### config.mk
export PLATFORM = sky130hd
export DESIGN_NAME = tl_sink_allocator
export DESIGN_NICKNAME = d
export VERILOG_FILES = /design/src/rtl/tl_sink_allocator.sv
export SDC_FILE = /design/constraint.sdc
export NUM_CORES = 1
export LEC_CHECK = 0
export CORE_AREA = 8 8 45 47
export DETAILED_ROUTE_END_ITERATION = 10
export DIE_AREA = 0 0 53 55
export MAX_ROUTING_LAYER = met4
export PLACE_DENSITY = 0.81
export SLEW_MARGIN = 30
export SYNTH_ARGS = -nofsm -noshare
export SYNTH_HDL_FRONTEND = slang
export SYNTH_SLANG_ARGS = --single-unit
### constraint.sdc
create_clock -name clk_i -period 4.2 [get_ports clk_i]
set_input_delay 0.84 -clock clk_i [delete_from_list [all_inputs] [get_ports clk_i]]
set_output_delay 0.84 -clock clk_i [all_outputs]
set_load 0.01 [all_outputs]
### src/rtl/tl_sink_allocator.sv
// tl_sink_allocator: sink-ID pool with round-robin allocation and GrantAck release
module tl_sink_allocator #(
  parameter int SinkWidth = 2,
  parameter int NumReq    = 2
) (
  input  logic                      clk_i,
  input  logic                      rst_ni,
  input  logic [NumReq-1:0]         req_valid_i,
  output logic [NumReq-1:0]         req_ready_o,
  output logic [SinkWidth-1:0]      gnt_sink_o,
  input  logic                      e_valid_i,
  output logic                      e_ready_o,
  input  logic [SinkWidth-1:0]      e_sink_i,
  output logic [(2**SinkWidth)-1:0] busy_o,
  output logic [SinkWidth:0]        free_count_o,
  output logic                      idle_o,
  output logic                      err_o
);
  localparam int NumSinks = 2**SinkWidth;
  localparam int PtrW = NumReq > 1 ? $clog2(NumReq) : 1;

  logic [NumSinks-1:0] busy_q, busy_d;
  logic [PtrW-1:0]     rr_ptr_q, rr_ptr_d, winner;
  logic [SinkWidth:0]  count_q, count_d;
  logic                err_q, err_d, any_free, found, alloc, rel_ok;

  // Selection and arbitration look only at registered state and req_valid_i.
  always_comb begin
    gnt_sink_o = '0;
    any_free = 1'b0;
    for (int i = NumSinks - 1; i >= 0; i--) begin
      if (!busy_q[i]) begin
        gnt_sink_o = SinkWidth'(i);
        any_free = 1'b1;
      end
    end
    winner = '0;
    found = 1'b0;
    for (int k = 0; k < NumReq; k++) begin
      if (!found && req_valid_i[(int'(rr_ptr_q) + k) % NumReq]) begin
        found = 1'b1;
        winner = PtrW'((int'(rr_ptr_q) + k) % NumReq);
      end
    end
    req_ready_o = (found && any_free && rst_ni) ? NumReq'(1) << winner : '0;
  end

  assign alloc  = |req_ready_o;
  assign rel_ok = e_valid_i && busy_q[e_sink_i];

  // The allocated ID is free in busy_q, so it can never collide with a valid release.
  always_comb begin
    busy_d = busy_q;
    if (alloc) busy_d[gnt_sink_o] = 1'b1;
    if (rel_ok) busy_d[e_sink_i] = 1'b0;
    count_d = count_q + (SinkWidth+1)'(alloc) - (SinkWidth+1)'(rel_ok);
    rr_ptr_d = !alloc ? rr_ptr_q : (winner == PtrW'(NumReq - 1)) ? '0 : winner + 1'b1;
    err_d = err_q || (e_valid_i && !busy_q[e_sink_i]);
  end

  always_ff @(posedge clk_i or negedge rst_ni) begin
    if (!rst_ni) begin
      busy_q   <= '0;
      rr_ptr_q <= '0;
      count_q  <= '0;
      err_q    <= 1'b0;
    end else begin
      busy_q   <= busy_d;
      rr_ptr_q <= rr_ptr_d;
      count_q  <= count_d;
      err_q    <= err_d;
    end
  end

  assign e_ready_o    = 1'b1;
  assign busy_o       = busy_q;
  assign free_count_o = (SinkWidth+1)'(NumSinks) - count_q;
  assign idle_o       = (count_q == '0);
  assign err_o        = err_q;
endmodule

* Yosys cells after proc, flatten, opt, wreduce, memory -nomap -nowiden
Cells that the tools add are included.
** Word-level totals
- Flip-flop bits (word level) :: 9
- Latch bits :: 0
- Bits in writable memories :: 0
- ROM bits :: 0
- Output and inout port bits :: 14
- Word-level logic and storage cells :: 59
- Memories :: 0
** Cells by class
- $add $sub $neg :: 5
- Multipliers :: 0
- Divide/modulo/power cells :: 0
- Magnitude comparators :: 6
- Eq/ne operators :: 0
- Shift-type cells :: 1
- Mux-type cells :: 27
- Bitwise operators :: 4
- Reductions and logical operators :: 12
** Operator list (count)
- two-way mux 1 bit :: 17
- two-way mux 2 bit :: 5
- < comparator 2 x 3 -> 1 bit (second input constant) :: 3
- two-way mux 4 bit :: 2
- logical AND 1 bit :: 7
- AND 4 bit :: 1
- demux 1 bit (select 2 bit) :: 2
- greater-or-equal comparator 2 x 1 -> 1 bit (second input constant) :: 2
- inverter 4 bit :: 1
- bitwise OR 4 bit :: 1
- adder 3 x 1 -> 3 bit :: 1
- logical NOT 3 bit :: 1
- subtractor 3 x 1 -> 3 bit :: 1
- subtractor 3 bit (first input constant) :: 1
- adder 1 bit (second input constant) :: 2
- binary-select mux 1 bit (select 2 bit) :: 1
- logical NOT 1 bit :: 2
- < comparator 1 x 2 -> 1 bit (second input constant) :: 1
- OR reduction 2 bit :: 1
- << shifter 1 x 1 -> 2 bit (first input constant) :: 1
- AND 1 bit (first input constant) :: 1
- logical OR 1 bit :: 1

* Logic depth before layout (Yosys ltp)
- Depth after elaboration :: 14
- Gate-level depth with buffers :: 9
- Gate-level depth less buffers :: 9

* Least setup slack after synthesis
No wires, ideal clock.
- Path type :: input port to flip-flop
- From :: input port e_sink_i[0]
- To :: register count_q[2]
- Library setup time :: 123 ps
- Arrival :: 2589 ps
- Data required time :: 4077 ps
- Setup slack :: 1488 ps
- Stages on the path :: 9
- Path buffers :: 0
- Cells stage by stage :: mux4_2 and2_1 ha_1 inv_1 ha_1 inv_1 fa_1 xnor2_1 xnor2_1
** On the way
- Longest elaborated chain between the ends :: 4
** Ends and longest elaborated chain
- start: declaration :: line 13 : input logic [SinkWidth-1:0] e_sink_i,
- binary-select mux 1 bit (select 2 bit) :: line 49 : assign rel_ok = e_valid_i && busy_q[e_sink_i];
- two-way mux 1 bit (implied by the code) :: line 49
- logical AND 1 bit :: line 49
- subtractor 3 x 1 -> 3 bit :: line 56 : count_d = count_q + (SinkWidth+1)'(alloc) - (SinkWidth+1)'(rel_ok);
- net count_d[2] :: line 24 : logic [SinkWidth:0] count_q, count_d;
- end signal: assignment :: line 70 : count_q <= count_d;
- end: declaration :: line 24
The timed path passes the listed nets, and every way through them passes these cells. The select of a mux whose other input is x is not followed.
A chain may end at the register's enable or synchronous reset.

* Final worst setup path
- From :: input port rst_ni
- To :: output port req_ready_o[0]
** On the way
- Longest elaborated chain between the ends :: 2
** Ends and longest elaborated chain
- start: declaration :: line 7 : input logic rst_ni,
- logical AND 1 bit :: line 45 : req_ready_o = (found && any_free && rst_ni) ? NumReq'(1) << winner : '0;
- two-way mux 2 bit :: line 45
- end: declaration :: line 9 : output logic [NumReq-1:0] req_ready_o,
No other way between the ends.

==> impl_results.md <==
* Switching portion of total power at 37.3%
* Fraction of post-synthesis cell area in the top cell type by area at 41.7%
* Total of warnings raised by yosys at 0
* Effective utilization at floorplan at 39.1%
* Top library cells by usage in the layout, fill and taps aside: 19 x clkdlybuf4s50_1, 10 x inv_1, 9 x dfrtp_1
* Maximum count of clock buffers along a single path at 2
* Type of element capturing the critical path: output port
* Instance count after placement with tap cells included at 87
* Placement-stage cell area at 743 um^2
* Average footprint of a synthesized cell at 10.2 um^2
* Global routing usage summed across all routing layers at 9.56%
* Routed metal-1 wire length at 505 um
* CTS tree: built
* H-tree level count at 1
* Net switching component of the power at 0.000186 W
* Row Count at 14
* Overall die width at 53 um
* Area added between synthesis and finish at 42.6%
* Dpl hpwl at 964 um
* Number of library cell types mapped by synthesis at 25
* WL met2 at 573 um
* Sum of overflow across all layers after global routing at 0
* Power Dens Cells at 648 nW/um^2
* Clock buffer count from CTS at 3
* Startpoint types: primary input
* Total of hold buffers inserted after clock tree synthesis at 0
* Final worst clock skew at 0.00406 ns
* Worst IR Drop VDD at 0.217 mV
* Maximum capacitance violations at 0
* Sum of routed wire length over all layers at 1210 um
* Critical path peak fanout at 10
* Cell type with the highest aggregate area in the netlist: dfrtp_1
* Commonest non-fill, non-tap cell in the layout: clkdlybuf4s50_1
* Post-CTS setup buffer count at 0
* Signal arrival time at the worst endpoint at 2.58 ns
* Non-Filler Instances at 91
* DRT antenna net count at 0
* DR vias at 455
* Antenna violations before repair at 0
* Type of the worst setup path: primary input to output port
* Unrepaired setup endpoints after global routing: no
* Crit path required time at 3.36 ns
* Final-stage net count at 88
* Post-CTS clock slew at the launch and capture registers of the worst setup and hold paths at 0.06 ns
* Via count of the first global-routing pass at 463
* Sequential share of the synthesized area at 41.7%
* DRC marker count from the first detailed-route iteration at 3
* Number of inserted diodes at 0
* Sequential group share of total power at 32.3%
* Synthesized area at 541 um^2
* Top routing layer used: met4
* DRC Markers at 0
* Sum of negative setup slack at 0 ns
* Hold Crit Class: register to register
* Final core utilization at 55.7%
* # IOs at 21
* Proportion of layout cells with a drive suffix above 1 at 10.7%
* Vert. Die Dim at 55 um
* Post-cts gate resize count at 0
* Post-route cell area at 771 um^2
* Leakage power summed over all cells at 0.348 nW
* Share of the cycle needed by the critical path after routing at 81.4%
* Fin Hold WS at 0.482 ns
* Final weighted congestion of routability-driven global placement at 0.776
* Portion of total power attributed to combinational logic at 54.3%
* Pins over their slew limit at 0
* Cell at the root of the clock tree: clkbuf_4
* Later-pin clock latency in the skew report at 0.26 ns
* Synthesized net count at 65
* Fraction of power consumed by the clock network at 13.4%
* Vias per cell at 5.00
* Largest cells by area after synthesis: dfrtp_1 42%, ha_1 9.3%, inv_1 6.9%
* Port bufs at 19
* Final hold violation count at 0
* Post-route minimum period at 3.42 ns
* Count of endpoints failing setup in the final report at 0
* Achievable frequency at 292 MHz
* Clock Sinks at 9
* Mapped Cells at 53
* Number of synthesized register bits at 9
* Outcome: complete, no violations
* Die footprint at 2920 um^2
* Pre-Repair DR Iteration Count at 4
* P_int at 0.000313 W
* Met3 wire len at 122 um
* First-pass GRT wire length at 1950 um
* Maximum number of pins on one net before global-route repair at 11
* Per-cell routed wire length at 13.3 um
* Core box area at 1380 um^2
kinds of logic (layout without fill, tap and decap cells):
| kind of cell | Yosys count | in the layout | synth area share, % |
|---|---|---|---|
| buffers and inverters | 12 | 34 | 9.72 |
| XOR/XNOR | 2 | 2 | 3.24 |
| AO/OA/AOI/OAI | 13 | 13 | 16.7 |
| multiplexers | 2 | 2 | 6.25 |
| AND/OR/NAND/NOR | 9 | 9 | 8.80 |
| other | 1 | 1 | 0.694 |
| adder cells (fa/ha/maj) | 5 | 5 | 13.0 |
| flip-flops | 9 | 9 | 41.7 |
worst paths after layout:
kind / slack (ns) / depth (start not counted) / endpoint / from
max: 0.78 / 6 / req_ready_o[0] / rst_ni
min: 0.48 / 1 / count_q[2] / count_q[2]
max reg2reg: 1.75 / 9 / count_q[2] / busy_o[0]
min reg2reg: 0.48 / 1 / count_q[2] / count_q[2]
max in group asynchronous: 3.19 / 2 / busy_o[2] / rst_ni
min in group asynchronous: 0.86 / 2 / count_q[2] / rst_ni
layer usage:
layer	global-route usage, %	vias to the layer above
met4	5.17	0
met2	15.4	23
li1	-	221
met5	-	-
met3	4.01	2
met1	9.69	209
cell type report:
cell class / instances / area [um^2]
multi-input cells: 32 / 263
flip-flops and latches: 9 / 225
well taps: 16 / 20.0
repair buffers: 20 / 198
fillers: 133 / 613
clock buffers: 3 / 22.5
clock inverters: 1 / 5.00
inverters: 10 / 37.5
registers in the layout (all words and copies together), names as in the netlist:
name      flops
rr_ptr_q      1
err_o         1
busy_o        4
count_q       3
power by group through the flow:
stage	clock [W]	combinational, W	sequential (W)
final	0.0000668	0.000271	0.000162
after global routing	0.0000749	0.000298	0.000166
after CTS	0.0000697	0.000277	0.000161
after detailed placement	0	0.000276	0.000163
after global placement	0	0.000267	0.000161
after floorplan	0	0.000144	0.000159
metrics by stage:
| step | power [W] | worst slack, ns |
|---|---|---|
| after floorplan | 0.000303 | 1.49 |
| after global placement | 0.000428 | 0.813 |
| after detailed placement | 0.000439 | 0.759 |
| after CTS | 0.000508 | 0.769 |
| after global routing | 0.000539 | 0.698 |
| final | 0.000500 | 0.780 |
cell usage after synthesis:
cell type / n
mux4_2: 1
nor2_1: 2
buf_4: 2
o21ai_0: 2
nand3_1: 1
nand2_2: 1
a41oi_1: 3
a21boi_0: 1
o21bai_1: 1
nand2b_1: 1
xnor2_1: 2
dfrtp_1: 9
and2b_1: 1
o31ai_1: 1
nand2_1: 1
nor3_1: 1
conb_1: 1
a21oi_1: 3
fa_1: 1
o21ai_2: 1
and2_1: 1
inv_1: 10
o21a_1: 1
mux2_1: 1
ha_1: 4
critical path, cell delays in order:
cell,delay [ns]
clkdlybuf4s50_1,0.45
buf_4,0.18
o21a_1,0.25
o21ai_2,0.12
and2b_1,0.20
clkdlybuf4s50_1,0.53
No activity file was read; power rests on OpenSTA's default activity.
==> patch: new RTL, same flow settings <==
Reset style: synchronous (`rst_ni`), changed in one clocked block.
--- a/src/rtl/tl_sink_allocator.sv
+++ b/src/rtl/tl_sink_allocator.sv
@@ -58,7 +58,7 @@
     err_d = err_q || (e_valid_i && !busy_q[e_sink_i]);
   end
 
-  always_ff @(posedge clk_i or negedge rst_ni) begin
+  always_ff @(posedge clk_i) begin
     if (!rst_ni) begin
       busy_q   <= '0;
       rr_ptr_q <= '0;
Behaviour: differs if rst_ni is asserted again (counterexample within 4 cycles, from zero or initial values and one cycle with rst_ni low); with rst_ni held inactive, the same outputs for 10 cycles.
==> patch against the original RTL <==
  * Worst setup slack gained 0.21 ns
  * Largest cell class unchanged
  * Sequential cell count did not move
  * Design area decreased by 2.4%
  * Hold slack worse by 0.017 ns
  * Wire length is 5.8% lower
  * Sequential share of layout area fell by 5.3 points
  * Area after synthesis is 0.23% higher
  * Non-clock buffer count fell by 1
Power is not compared: it rests on default switching activity, and its combinational part moved more than twofold at a synthesized area within 25%.
==> patch: results (changes against the original RTL) <==
[run_status]
status = finished clean  ; unchanged

[power]
powerClk_mw = 0.0670
power.internal_mw = 0.1921
leakage_nw = 0.3072
p_per_area_nw_per_um2 = 364.0

[synthesis]
yosys-top-cells-area = dfxtp_1 33%, ha_1 9.2%, inv_1 5.5%  ; was dfrtp_1 42%, ha_1 9.3%, inv_1 6.9%
syn_nets = 73  ; was 65
avgSynthCellArea_um2 = 8.881  ; was 10.20 um2
async_flop_share_pct = 0  ; was 100.0%
yosysSeqAreaShare_pct = 33.26  ; was 41.67%
synth_cell_types = 29  ; was 25
netlist_top_cells_count = 9 x dfxtp_1, 8 x inv_1, 5 x nor2_1  ; was 10 x inv_1, 9 x dfrtp_1, 4 x ha_1

[worst_setup_path]
critPathMaxFanout = 5  ; was 10
cp.arrival_ns = 3.37  ; was 2.58 ns
r2r_cells = 10  ; was 9
crit_type = in -> reg  ; was in -> out
reg2reg_to = count_q[2]  ; unchanged
rr_startpoint = busy_o[0]  ; unchanged
regToRegSetupSlack_ns = 1.74
cp_top_family = adder cells  ; was buffers and inverters
max_stage_delay_ns = 0.55  ; was 0.53 ns
crit_path_start = e_sink_i[1]  ; was rst_ni
critPathSlowestCell = clkdlybuf4s50_1  ; unchanged

[routing]
wl_met1_um = 475  ; was 505 um
viasPerCell = 4.990  ; was 5.000
drtIter0Drc = 1  ; was 3
wl_met3_um = 66  ; was 122 um
drt-wirelength-per-cell_um = 11.77  ; was 13.32 um
routed-wl-met2_um = 572  ; was 573 um
dr.pass1.iters = 2  ; was 4

[global_route]
grt_first_pass_wirelength_um = 1863  ; was 1952 um
met1_usage_pct = 8.462  ; was 9.688%
grtUsageMet2_pct = 14.65  ; was 15.43%
use_met3_pct = 3.743  ; was 4.011%
first_global_vias = 455  ; was 463
grt_usage_pct = 8.824  ; was 9.556%

[clocking]
ctsResizeCount = 0  ; unchanged
clk_latency_ns = 0.27
htreeDepth = 1  ; unchanged
cts_buffers = 3  ; unchanged
cts_setup_buffers = 0  ; unchanged
cts_root_buffer = clkbuf_4  ; unchanged

[cells_and_area]
fin_nets = 94  ; was 88
drive_gt1_share_pct = 7.407  ; was 10.67%
stdcell_count = 97  ; was 91

[sta]
fin_crit_sh_pct = 76.55  ; was 81.44%
fin_skew_ns = 0.004775  ; was 0.004062 ns

[worst_hold_path]
hold_path_class = reg -> reg  ; unchanged
worstHoldEndpoint = err_o  ; was count_q[2]
worstHoldStart = err_o  ; was count_q[2]

[place]
dp_cells = 93  ; was 87
gp_congestion = 0.7890  ; was 0.7763
post-place-ws_ns = 0.6914  ; was 0.7593 ns
dp_hpwl_um = 925.9  ; was 963.6 um

## patch: cell families after synthesis
logic type	Yosys count	synth area share [%]
adders and majority gates	5	12.93
other	1	0.6922
AOI/OAI and AO/OA	10	12.24
and+or+nand+nor	22	23.10
DFF	9	33.26
xor gates and xnor gates	2	3.234
buffers and inverters	11	10.39
muxes	1	4.157
## patch: final cells by class
| class | count | area (um2) |
|---|---|---|
| Tap cell | 16 | 20.02 |
| Sequential cell | 9 | 180.2 |
| Clock buffer | 4 | 26.28 |
| Multi-Input combinational cell | 41 | 305.3 |
| Inverter | 8 | 30.03 |
| Timing Repair Buffer | 19 | 190.2 |
| Fill cell | 142 | 631.9 |
## patch: metrics by stage
step / cell area, um2 / hold slack (ns)
finish: 752.0 / 0.4648
global route: 752.0 / 0.5067
CTS: 752.0 / 0.4685
detailed placement: 725.7 / 0.4528
global placement: 725.7 / 0.4470
floorplan: 541.8 / 0.4669
